File: config.mk
export PLATFORM = sky130hd
export DESIGN_NAME = multi_tick_divider_flat
export DESIGN_NICKNAME = d
export VERILOG_FILES = /design/src/rtl/multi_tick_divider_pkg.sv /design/src/rtl/multi_tick_divider_if.sv /design/src/rtl/multi_tick_divider_tick_channel.sv /design/src/rtl/multi_tick_divider.sv /design/src/flat_wrapper.sv
export SDC_FILE = /design/constraint.sdc
export NUM_CORES = 1
export LEC_CHECK = 0
export CORE_MARGIN = 5
export CORE_UTILIZATION = 45
export DETAILED_ROUTE_END_ITERATION = 10
export RECOVER_POWER = 25
export SLEW_MARGIN = 10
export SYNTH_ARGS = -nofsm -noshare
export SYNTH_HDL_FRONTEND = slang
export SYNTH_SLANG_ARGS = --single-unit
File: constraint.sdc
create_clock -name clk_in -period 4.1 [get_ports clk_in]
set_input_delay 0.82 -clock clk_in [delete_from_list [all_inputs] [get_ports clk_in]]
set_output_delay 0.82 -clock clk_in [all_outputs]
set_load 0.05 [all_outputs]
File: src/rtl/multi_tick_divider_pkg.sv
// Shared constants and helpers for the multi-channel tick/wave divider.
package multi_tick_pkg;
  localparam int unsigned CLK_HZ      = 50_000_000;
  localparam int unsigned DEFAULT_DIV = 25_000_000;

  // Divisor giving a square wave of hz (tick rate is 2*hz); 0 stops the channel.
  function automatic int unsigned div_for_hz(input int unsigned hz);
    return (hz == 0) ? 0 : CLK_HZ / (2 * hz);
  endfunction
endpackage

File: src/rtl/multi_tick_divider_if.sv
// Divisor configuration handshake: valid/ready with channel index and divisor.
interface multi_tick_divider_if #(
  parameter int NUM_CH = 4,
  parameter int CNT_W  = 26
);
  localparam int CH_W = (NUM_CH > 1) ? $clog2(NUM_CH) : 1;

  logic             cfg_valid;
  logic             cfg_ready;
  logic [CH_W-1:0]  cfg_ch;
  logic [CNT_W-1:0] cfg_div;

  modport master (output cfg_valid, cfg_ch, cfg_div, input cfg_ready);
  modport slave  (input cfg_valid, cfg_ch, cfg_div, output cfg_ready);
endinterface

File: src/rtl/multi_tick_divider_tick_channel.sv
// One divider channel: counter, active/pending divisor, registered tick and wave.
module tick_channel #(
  parameter int               CNT_W   = 26,
  parameter logic [CNT_W-1:0] DEF_DIV = '0
) (
  input  logic             clk_i,
  input  logic             rst_i,
  input  logic             en_i,
  input  logic             sync_i,
  input  logic             load_i,
  input  logic [CNT_W-1:0] load_div_i,
  output logic             tick_o,
  output logic             wave_o,
  output logic             pending_o
);
  logic [CNT_W-1:0] cnt_q, cnt_d, div_q, div_d, pdiv_q, pdiv_d;
  logic             pend_q, pend_d, tick_q, tick_d, wave_q, wave_d;
  logic             wrap;

  // div_q != 0 guards the div-1 compare against underflow.
  assign wrap = (div_q != '0) && (cnt_q == div_q - 1'b1);

  always_comb begin
    cnt_d  = cnt_q;
    div_d  = div_q;
    pdiv_d = pdiv_q;
    pend_d = pend_q;
    tick_d = 1'b0;
    wave_d = wave_q;
    if (sync_i) begin
      cnt_d  = '0;
      wave_d = 1'b0;
      if (pend_q) begin
        div_d  = pdiv_q;
        pend_d = 1'b0;
      end
    end else if (div_q == '0) begin
      cnt_d = '0;
      if (pend_q) begin
        div_d  = pdiv_q;
        pend_d = 1'b0;
      end
    end else if (en_i) begin
      if (wrap) begin
        cnt_d  = '0;
        tick_d = 1'b1;
        wave_d = ~wave_q;
        if (pend_q) begin
          div_d  = pdiv_q;
          pend_d = 1'b0;
        end
      end else begin
        cnt_d = cnt_q + 1'b1;
      end
    end
    // Load is only granted while nothing is pending, so it never races an apply.
    if (load_i) begin
      pdiv_d = load_div_i;
      pend_d = 1'b1;
    end
  end

  always_ff @(posedge clk_i) begin
    if (rst_i) begin
      cnt_q  <= '0;
      div_q  <= DEF_DIV;
      pdiv_q <= '0;
      pend_q <= 1'b0;
      tick_q <= 1'b0;
      wave_q <= 1'b0;
    end else begin
      cnt_q  <= cnt_d;
      div_q  <= div_d;
      pdiv_q <= pdiv_d;
      pend_q <= pend_d;
      tick_q <= tick_d;
      wave_q <= wave_d;
    end
  end

  assign tick_o    = tick_q;
  assign wave_o    = wave_q;
  assign pending_o = pend_q;
endmodule

File: src/rtl/multi_tick_divider.sv
// Multi-channel runtime-programmable tick/square-wave divider.
module multi_tick_divider #(
  parameter int          NUM_CH      = 4,
  parameter int          CNT_W       = 26,
  parameter int unsigned DEFAULT_DIV = multi_tick_pkg::DEFAULT_DIV
) (
  input  logic              clk_in,
  input  logic              reset,
  input  logic              enable,
  input  logic              sync,
  multi_tick_divider_if.slave cfg,
  output logic [NUM_CH-1:0] tick_out,
  output logic [NUM_CH-1:0] wave_out
);
  import multi_tick_pkg::*;

  localparam int               CH_W    = (NUM_CH > 1) ? $clog2(NUM_CH) : 1;
  localparam logic [CNT_W-1:0] DEF_DIV = CNT_W'(DEFAULT_DIV);

  logic [NUM_CH-1:0] pend;
  logic              ready;
  logic              accept;
  logic [CH_W-1:0]   ch_sel;

  assign ch_sel = cfg.cfg_ch;

  // Out-of-range channels always accept and the write is dropped.
  always_comb begin
    ready = 1'b1;
    if (int'(ch_sel) < NUM_CH) ready = ~pend[ch_sel];
  end

  assign cfg.cfg_ready = ~reset & ready;
  assign accept        = cfg.cfg_valid & cfg.cfg_ready;

  for (genvar g = 0; g < NUM_CH; g++) begin : g_ch
    tick_channel #(
      .CNT_W   (CNT_W),
      .DEF_DIV (DEF_DIV)
    ) u_ch (
      .clk_i      (clk_in),
      .rst_i      (reset),
      .en_i       (enable),
      .sync_i     (sync),
      .load_i     (accept && (int'(ch_sel) == g)),
      .load_div_i (cfg.cfg_div),
      .tick_o     (tick_out[g]),
      .wave_o     (wave_out[g]),
      .pending_o  (pend[g])
    );
  end
endmodule

File: src/flat_wrapper.sv
// flat-port wrapper written by rule: the top's interface ports become plain ports
module multi_tick_divider_flat import multi_tick_pkg::*;
#(
  parameter int          NUM_CH      = 4,
  parameter int          CNT_W       = 26,
  parameter int unsigned DEFAULT_DIV = multi_tick_pkg::DEFAULT_DIV
)
  (clk_in, reset, enable, sync, tick_out, wave_out, cfg_cfg_valid, cfg_cfg_ch, cfg_cfg_div, cfg_cfg_ready);
  multi_tick_divider_if #(.NUM_CH(NUM_CH), .CNT_W(CNT_W)) cfg_i ();
  input  logic clk_in;
  input  logic reset;
  input  logic enable;
  input  logic sync;
  output logic [NUM_CH-1:0] tick_out;
  output logic [NUM_CH-1:0] wave_out;
  input wire logic [$bits(cfg_i.cfg_valid)-1:0] cfg_cfg_valid;
  input wire logic [$bits(cfg_i.cfg_ch)-1:0] cfg_cfg_ch;
  input wire logic [$bits(cfg_i.cfg_div)-1:0] cfg_cfg_div;
  output wire logic [$bits(cfg_i.cfg_ready)-1:0] cfg_cfg_ready;
  assign cfg_i.cfg_valid = cfg_cfg_valid;
  assign cfg_i.cfg_ch = cfg_cfg_ch;
  assign cfg_i.cfg_div = cfg_cfg_div;
  assign cfg_cfg_ready = cfg_i.cfg_ready;
  multi_tick_divider #(.NUM_CH(NUM_CH), .CNT_W(CNT_W), .DEFAULT_DIV(DEFAULT_DIV)) u_core (.clk_in(clk_in), .reset(reset), .enable(enable), .sync(sync), .cfg(cfg_i), .tick_out(tick_out), .wave_out(wave_out));
endmodule
* Word-level counts from Yosys, hierarchy flattened
Cells that the tools add are included.
Storage, ports and cells: bits in registers 324, logic and storage cells 157
Cells by class: add/sub/neg operators 8, $lt $le $gt $ge 1, equal/unequal tests 7, multiplexer cells 50, bitwise gates (word level) 13, reduce and logical (&&, ||, !) cells 54
Operator list (count):
- $mux W26 | 24
- $add A26 B1 Y26 const B | 4
- $eq A26 B26 Y1 | 4
- $logic_not A26 Y1 | 4
- $reduce_bool A26 Y1 | 4
- $sub A26 B1 Y26 const B | 4
- $reduce_bool A4 Y1 | 8
- $mux W1 | 25
- $reduce_bool A3 Y1 | 8
- $reduce_and A2 Y1 | 8
- $reduce_or A4 Y1 | 4
- $reduce_and A3 Y1 | 4
- $reduce_or A3 Y1 | 4
- $not A1 Y1 | 11
- $logic_and A1 B1 Y1 | 8
- $eq A2 B2 Y1 const B | 2
- $lt A2 B3 Y1 const B | 1
- $and A1 B1 Y1 | 2
- $bmux W1 S2 | 1
- $eq A2 B1 Y1 const B | 1
- $logic_not A2 Y1 | 1
- $reduce_or A2 Y1 | 1

* Depth between registers and ports, before layout
Gate-level depths: netlist of the first run.
word-level depth 8, mapped depth 14, depth with buffers taken out 10

* By module
Synthesis of the first run repeated with hierarchy kept, for this count alone.
Unflattened totals: cells, all modules 2092, area, all modules 17828.3 um^2
By module, submodules not included:
- tick_channel (u_core.g_ch[0].u_ch ...) | instances 3, cells each 516, area each 4404.2 um^2, sequential area each 1621.6 um^2
- tick_channel (u_core.g_ch[3].u_ch) | instances 1, cells each 536, area each 4548.1 um^2, sequential area each 1621.6 um^2
- multi_tick_divider | instances 1, cells each 8, area each 67.6 um^2, sequential area each 0.0 um^2

* Worst setup path before layout of the first run
No wires, ideal clock.
path kind input to register, from input cfg_cfg_ch[0], to register u_core.g_ch[0].u_ch.pdiv_q[10], arrival time 3210 ps, required time 4030 ps, setup slack 819 ps, stages 8, path buffers 2, cell sequence clkbuf_1 > mux4_2 > nor2_1 > nand2_1 > nor3_1 > clkbuf_1 > nand2_1 > a21oi_1
Between the ends: longest elaborated chain between the ends 6
RTL lines:
- start: declaration | RTL line flat_wrapper.sv:17 | input wire logic [$bits(cfg_i.cfg_ch)-1:0] cfg_cfg_ch;
- $bmux W1 S2 | RTL line multi_tick_divider.sv:30 | if (int'(ch_sel) < NUM_CH) ready = ~pend[ch_sel];
- $mux W1 (implied by the code) | RTL line multi_tick_divider.sv:30
- $not A1 Y1 | RTL line multi_tick_divider.sv:30
- $and A1 B1 Y1 | RTL line multi_tick_divider.sv:33 | assign cfg.cfg_ready = ~reset & ready;
- named net cfg_cfg_ready | RTL line flat_wrapper.sv:19 | output wire logic [$bits(cfg_i.cfg_ready)-1:0] cfg_cfg_ready;
- $and A1 B1 Y1 | RTL line multi_tick_divider.sv:34 | assign accept = cfg.cfg_valid & cfg.cfg_ready;
- $logic_and A1 B1 Y1 | RTL line multi_tick_divider.sv:45 | .load_i (accept && (int'(ch_sel) == g)),
- end signal: assignment | RTL line multi_tick_divider_tick_channel.sv:74 | pdiv_q <= pdiv_d;
- end: declaration | RTL line multi_tick_divider_tick_channel.sv:16 | logic [CNT_W-1:0] cnt_q, cnt_d, div_q, div_d, pdiv_q, pdiv_d;
The timed path passes the listed nets, and every way through them passes these cells. The select of a mux whose other input is x is not followed. A chain may end at the register's enable or synchronous reset.

* Worst setup path in the final report of the first run
from register u_core.g_ch[0].u_ch.div_q[3], to register u_core.g_ch[0].u_ch.div_q[17]
Between the ends: longest elaborated chain between the ends 5
RTL lines:
- start: declaration | RTL line multi_tick_divider_tick_channel.sv:16
- start signal: assignment | RTL line multi_tick_divider_tick_channel.sv:73 | div_q <= div_d;
- $sub A26 B1 Y26 | RTL line multi_tick_divider_tick_channel.sv:21 | assign wrap = (div_q != '0) && (cnt_q == div_q - 1'b1);
- $eq A26 B26 Y1 | RTL line multi_tick_divider_tick_channel.sv:21
- $logic_and A1 B1 Y1 | RTL line multi_tick_divider_tick_channel.sv:21
- $reduce_bool A3 Y1 (no source line)
- $reduce_and A2 Y1 (no source line)
Parallel ways exist; a longest one is shown, timed or not.

==> impl_metrics.tcl, run 1 <==
set metrics [dict create \
    rows 72 \
    portBuffers 41 \
    startpoint "u_core.g_ch[0].u_ch.div_q[3]" \
    nets 2190 \
    grt_use_total_pct 21.39 \
    cp.arrival_ps 3990 \
    critical_path.cell_chain "nor4_4 > nand3_1 > or4_1 > a22oi_1 > nand4_1 > or3_4 > a21o_1 > buf_4 > mux2i_1" \
    setup_viol 0 \
    grt_pass1_vias 14220 \
    tns_ps 0 \
    cts_sinks 324 \
    grt_pass1_wl_um 76680 \
    fill_cells 3823 \
    grt.overflow.total 0 \
    synth_top_area_share_pct 37.04 \
    cp_slowest_stage_delay_ps 700 \
    initial_core_util_pct 45.42 \
    fin_util_pct 50.69 \
    avgSynthCellArea_um2 8.074 \
    synth_ff_type "dfxtp_1" \
    htreeDepth 2 \
    crit_type "reg2reg" \
    dp_cells 2623 \
    drt-total-wl_um 47480 \
    gp_congestion 0.8970 \
    slew_headroom_pct 19.33 \
    clkSlewWorstSetupHoldPaths_ps 60 \
    rsz0062_at_grt "no" \
    synthTopCellsByArea "dfxtp_1 (37%), nand2_1 (6.6%), mux2i_1 (5.7%)" \
    max_freq_ghz 0.2781 \
    yosysMostFrequentCell "dfxtp_1" \
    reg2reg_slack_ps 500 \
    stdcell_count 2693 \
    synthCells 2169 \
    root_buffer "clkbuf_16" \
    hpwlAfterDp_um 34060 \
    cts_tree "done" \
    synthArstFlopShare_pct 0 \
    io_pins 42 \
    cp_data_required_time_ps 4500 \
    syn-num-nets 2214 \
    cts_buffers 38 \
    yosys_warnings 0 \
    ys_seq_elements 324 \
    cts_setup_buffers 0 \
    dp_slack_ps 264.3 \
    max-cap-violations 0 \
    die-height_um 207.3 \
    min_period_ps 3596 \
    die_area_um2 42960 \
    fin_ws_ps 504.4 \
    synth.yosys.seq_area_share_pct 37.04 \
    core_um2 38560 \
    hold_class "reg2reg" \
    num_vias 14960 \
    critPathLaunchType "flop" \
    critPathSlowestCell "nor4_4" \
    drt-initial-drc-count 1187 \
    r2r-start "u_core.g_ch[0].u_ch.div_q[3]" \
    antenna_left 0 \
    r2r-end "u_core.g_ch[0].u_ch.div_q[17]" \
    drv_slew 0 \
    finalCritPeriodShare_pct 87.70 \
    ys_types 86 \
    irDropWorstVdd_mv 0.2400 \
    skew_ps 17.95 \
    die_w_um 207.3 \
    grt_max_degree 84 \
    end_kind "flop" \
    area_growth_pct 11.60 \
    clkLatencyLatePin_ps 550 \
    power.leakage_nw 6.553 \
    avgRoutedWirePerCell_um 17.63 \
    worstMarginPinSlew_ps 1210 \
    finalHoldViolCount 0 \
    viasPerCell 5.553 \
    synth_edf_count 0 \
    min_from "u_core.g_ch[2].u_ch.pdiv_q[4]" \
    drc 0 \
    yosys.area.top_type "dfxtp_1" \
    cp_max_fo 26 \
    power.total_mw 7.128 \
    layout-drive-gt1-share_pct 6.397 \
    grt_antenna_before_repair 3 \
    firstDrtPassIters 5 \
    ff2ff_path_depth 9 \
    syn_area_um2 17510 \
    powerDensity_nw_per_um2 364.7 \
    clockBufferDepth 3 \
    status "finished, final reports clean" \
    crit_path_end "u_core.g_ch[0].u_ch.div_q[17]" \
    synth_commonest_cells "dfxtp_1 (324), nand2_1 (308), nor2_1 (254)" \
]
## cells by family after synthesis
group | after synthesis | share of synthesized area [%]
AOI/OAI and AO/OA | 299 | 10.90
xor gates and xnor gates | 224 | 11.20
adders and majority gates | 12 | 0.8573
buffers and inverters | 167 | 4.380
DFF | 324 | 37.04
muxes | 101 | 5.851
and+or+nand+nor | 1042 | 29.78
## stage by stage
step | cell area [um2] | hold WS (ps)
floorplan | 17510 | 433.1
CTS | 19530 | 452.4
global route | 19550 | 471.7
detailed placement | 18230 | 444.1
finish | 19550 | 450.4
global placement | 18230 | 441.4
## routing by layer
metal	share of wire, %	track usage [%]	vias to the layer above
met1	47	30.00	7144
li1	-	-	7420
met3	5.2	4.171	69
met2	45	34.02	320
met5	0.025	0	-
met4	2.2	5.449	2
## cell usage in the layout, fill, tap and decap left out, types with 8 or more instances in the layout
cell type        count
or4_1               19
nand4b_1             8
o21ai_0             30
clkdlybuf4s50_1     30
ha_1                12
nor2b_1             11
and3_1              23
buf_4               35
nor2_1             254
mux2i_1             99
o211ai_1             9
a21bo_1             14
dlygate4sd3_1        9
clkbuf_1            11
clkbuf_16           41
xor2_1             111
nor4_1              29
nand3b_1             9
nand4_1             52
inv_1               25
and4_1              11
o31ai_1              8
dfxtp_1            324
nand2_1            307
a21oi_1            144
nor3_1              74
nand2b_1           101
nand3_1             67
xnor2_1            113
or3_1               16
## worst min path at each step
stage                                           endpoint  slack (ps)  depth (start not counted)
after floorplan            u_core.g_ch[2].u_ch.pdiv_q[0]         430                          2
after global placement    u_core.g_ch[2].u_ch.pdiv_q[23]         440                          2
after detailed placement   u_core.g_ch[2].u_ch.pdiv_q[4]         440                          2
after global routing      u_core.g_ch[1].u_ch.pdiv_q[11]         470                          2
final                      u_core.g_ch[2].u_ch.pdiv_q[4]         450                          2
after CTS                  u_core.g_ch[2].u_ch.pdiv_q[4]         450                          2
## power breakdown
part / internal, mW / switching (mW) / total, mW
sequential: 3.19 / 0.0461 / 3.24
combinational: 0.132 / 0.232 / 0.364
clock: 2.18 / 1.35 / 3.53
total: 5.50 / 1.62 / 7.13
## registers in the layout, summed over array words and instances (netlist names)
register,count
u_core.g_ch.u_ch.pdiv_q,104
u_core.g_ch.u_ch.pending_o,4
u_core.g_ch.u_ch.wave_o,4
u_core.g_ch.u_ch.div_q,104
u_core.g_ch.u_ch.cnt_q,104
u_core.g_ch.u_ch.tick_o,4
## what timing repair did
item,CTS,global route
gates resized for setup,0,2
hold buffers,0,0
endpoints found under the setup margin,0,37
## worst max-delay path: cells and delay by family, from the launching register on
kind | cells | cell delay, ps
simple gates | 5 | 2150
compound gates | 2 | 450
mux | 1 | 180
flops | 1 | 400
buf+inv | 1 | 270
## area by class of cell
class	count	area [um2]	share of cell area (%)
inverters	25	93.84	0.4801
flip-flops and latches	324	6486	33.19
multi-input cells	1678	10290	52.67
repair buffers	78	710.7	3.636
clock inverters	11	160.2	0.8194
well taps	518	648.1	3.316
diodes	2	5.005	0.02561
clock buffers	57	1146	5.864
Power figures use the tool's default switching activity.
==> run 2: changes to the inputs <==
--- a/config.mk
+++ b/config.mk
@@ -8,6 +8,7 @@
 export CORE_MARGIN = 5
 export CORE_UTILIZATION = 45
 export DETAILED_ROUTE_END_ITERATION = 10
+export GPL_TIMING_DRIVEN = 0
 export RECOVER_POWER = 25
 export SLEW_MARGIN = 10
 export SYNTH_ARGS = -nofsm -noshare
==> run 2 against run 1 <==
Clock-buffer cell count shrank 2. Cell area grew 1.6%. Sequential power is essentially flat. First-iteration DRC count grew 2.0%. Non-clock buffer count grew 103. Sequential share of layout area shrank 0.52 points. Clock skew shrank 1.9 ps. Hold slack gained 3.4 ps. Sequential cell count is the same. Final cell count grew 3.7%. Critical path type unchanged.
==> impl_metrics.tcl, run 2 (synthesis gave the netlist of run 1 again) <==
set metrics [dict create \
    slew_headroom_pct 27.60 \
    r2r-start "u_core.g_ch[3].u_ch.div_q[4]" \
    finalHoldViolCount 0 \
    cts_buffers 38 \
    max_freq_ghz 0.2588 \
    drt-total-wl_um 50990 \
    internal_power_mw 5.408 \
    swShare_pct 23.59 \
    cts-hold-fix-buffers 0 \
    hold_class "reg2reg" \
    power.leakage_nw 6.626 \
    drv_slew 0 \
    p_seq_share_pct 45.7 \
    root_buffer "clkbuf_16" \
    portBuffers 39 \
    min_path_cells 2 \
    status "finished, final reports clean" \
    avgRoutedWirePerCell_um 18.26 \
    powerDensity_nw_per_um2 356.5 \
    p_clk_share_pct 48.7 \
    htreeDepth 2 \
    die_area_um2 42960 \
    combinationalPowerShare_pct 5.7 \
    irDropWorstVdd_mv 0.2454 \
    p_sw_mw 1.669 \
    r2r-end "u_core.g_ch[3].u_ch.div_q[20]" \
    worstMarginPinSlew_ps 1082 \
    max-cap-violations 0 \
    antenna_left 0 \
    min_period_ps 3865 \
    final_area_um2 19860 \
    rsz0062_at_grt "no" \
    core_um2 38560 \
    grt.overflow.total 0 \
    stdcell_count 2793 \
    grt_max_degree 13 \
    io_pins 42 \
    drc 0 \
    grt_antenna_before_repair 1 \
    cp.arrival_ps 4340 \
    fin_util_pct 51.50 \
    layout-drive-gt1-share_pct 5.805 \
    largestRegisters "u_core.g_ch.u_ch.cnt_q (104), u_core.g_ch.u_ch.div_q (104), u_core.g_ch.u_ch.pdiv_q (104)" \
    grt_pass1_wl_um 80280 \
    ff2ff_path_depth 11 \
    gp_congestion 0.9205 \
    initial_core_util_pct 45.42 \
    firstDrtPassIters 5 \
    area_growth_pct 13.37 \
    die_w_um 207.3 \
    clockBufferDepth 3 \
    die-height_um 207.3 \
    cts_tree "done" \
    end_kind "flop" \
    final_common_cell "dfxtp_1" \
    nets 2293 \
    grt_pass1_vias 14640 \
    regArea_um2 6486 \
    drt-initial-drc-count 1211 \
    critPathLaunchType "flop" \
    setup_viol 0 \
    hpwlAfterDp_um 38170 \
    placed_area_um2 18550 \
    multiInputGateArea_um2 10280 \
    holdPathEnd "u_core.g_ch[2].u_ch.pdiv_q[10]" \
    reg2reg_slack_ps 240 \
    grt_use_total_pct 22.77 \
    tns_ps 0 \
    power.total_mw 7.078 \
    finalCritPeriodShare_pct 94.26 \
    clkSlewWorstSetupHoldPaths_ps 60 \
    cp_data_required_time_ps 4580 \
    min_from "u_core.g_ch[2].u_ch.pdiv_q[10]" \
    viasPerCell 5.587 \
    fill_cells 3784 \
    dp_cells 2726 \
    clkLatencyLatePin_ps 550 \
    cts_sinks 324 \
    num_vias 15610 \
    final_cell_mix "dfxtp_1 (324), nand2_1 (308), nor2_1 (254), a21oi_1 (144), xnor2_1 (113)" \
    cp_max_fo 10 \
    skew_ps 16.02 \
    rows 72 \
    crit_type "reg2reg" \
]
run 2: cell types whose count changed in the layout (fill, tap and decap cells not counted), moves of 3 or more:
cell / delta
clkbuf_2: +3
buf_6: +8
clkbuf_1: +99
buf_4: -26
buf_2: +11
buf_1: +5
run 2: per-layer routing:
layer / share of wire [%] / GRT usage [%] / vias up
met2: 45 / 36.18 / 388
li1: - / - / 7641
met3: 5.6 / 3.657 / 91
met1: 47 / 31.99 / 7485
met4: 2.6 / 6.931 / 0
met5: 0 / 0 / -
run 2: layout make-up:
| cell class | instances | share of cell area [%] |
|---|---|---|
| Sequential cell | 324 | 32.67 |
| Tap cell | 518 | 3.264 |
| Buffer | 142 | 3.409 |
| Timing Repair Buffer | 39 | 1.979 |
| Clock inverter | 11 | 0.5671 |
| Clock buffer | 55 | 5.835 |
| Antenna cell | 1 | 0.01260 |
| Inverter | 25 | 0.4726 |
| Multi-Input combinational cell | 1678 | 51.79 |
run 2: worst max path at each step:
stage | from | endpoint | slack, ps | depth (start not counted)
3_5_place_dp | enable | u_core.g_ch[1].u_ch.tick_o | -250 | 6
6_report | u_core.g_ch[3].u_ch.div_q[4] | u_core.g_ch[3].u_ch.div_q[20] | 240 | 11
4_1_cts | u_core.g_ch[1].u_ch.div_q[0] | u_core.g_ch[1].u_ch.cnt_q[15] | 50 | 13
5_1_grt | u_core.g_ch[2].u_ch.div_q[0] | u_core.g_ch[2].u_ch.cnt_q[4] | 30 | 10
2_1_floorplan | cfg_cfg_ch[0] | u_core.g_ch[0].u_ch.pdiv_q[10] | 820 | 8
3_3_place_gp | enable | u_core.g_ch[1].u_ch.tick_o | -230 | 6
run 2: repair_timing:
item / 4_1_cts / 5_1_grt
hold endpoints to repair: 0 / 0
setup endpoints to repair: 0 / 70
setup buffers: 0 / 0
gates resized for setup: 0 / 11
run 2: power by group through the flow:
stage	logic [mW]	clock network, mW	registers [mW]
2_1_floorplan	0.233	0	3.29
3_3_place_gp	0.391	0	3.30
3_5_place_dp	0.393	0	3.30
4_1_cts	0.396	3.53	3.23
5_1_grt	0.430	3.64	3.23
6_report	0.401	3.45	3.23
run 2: worst max-delay path: stages, from the launching register on:
cell,delay [ps]
dfxtp_1,300
buf_6,140
nor4_1,710
nand4_1,410
or3b_2,540
o21ai_1,230
and4_1,250
nand4_2,270
o41ai_2,380
buf_6,220
buf_12,150
mux2i_1,190
run 2: through the flow:
step	setup WS, ps	hold slack, ps
after CTS	54.62	455.0
after detailed placement	-249.9	447.1
final	235.5	453.8
after global routing	27.67	471.1
after floorplan	819.1	433.1
after global placement	-233.5	442.9
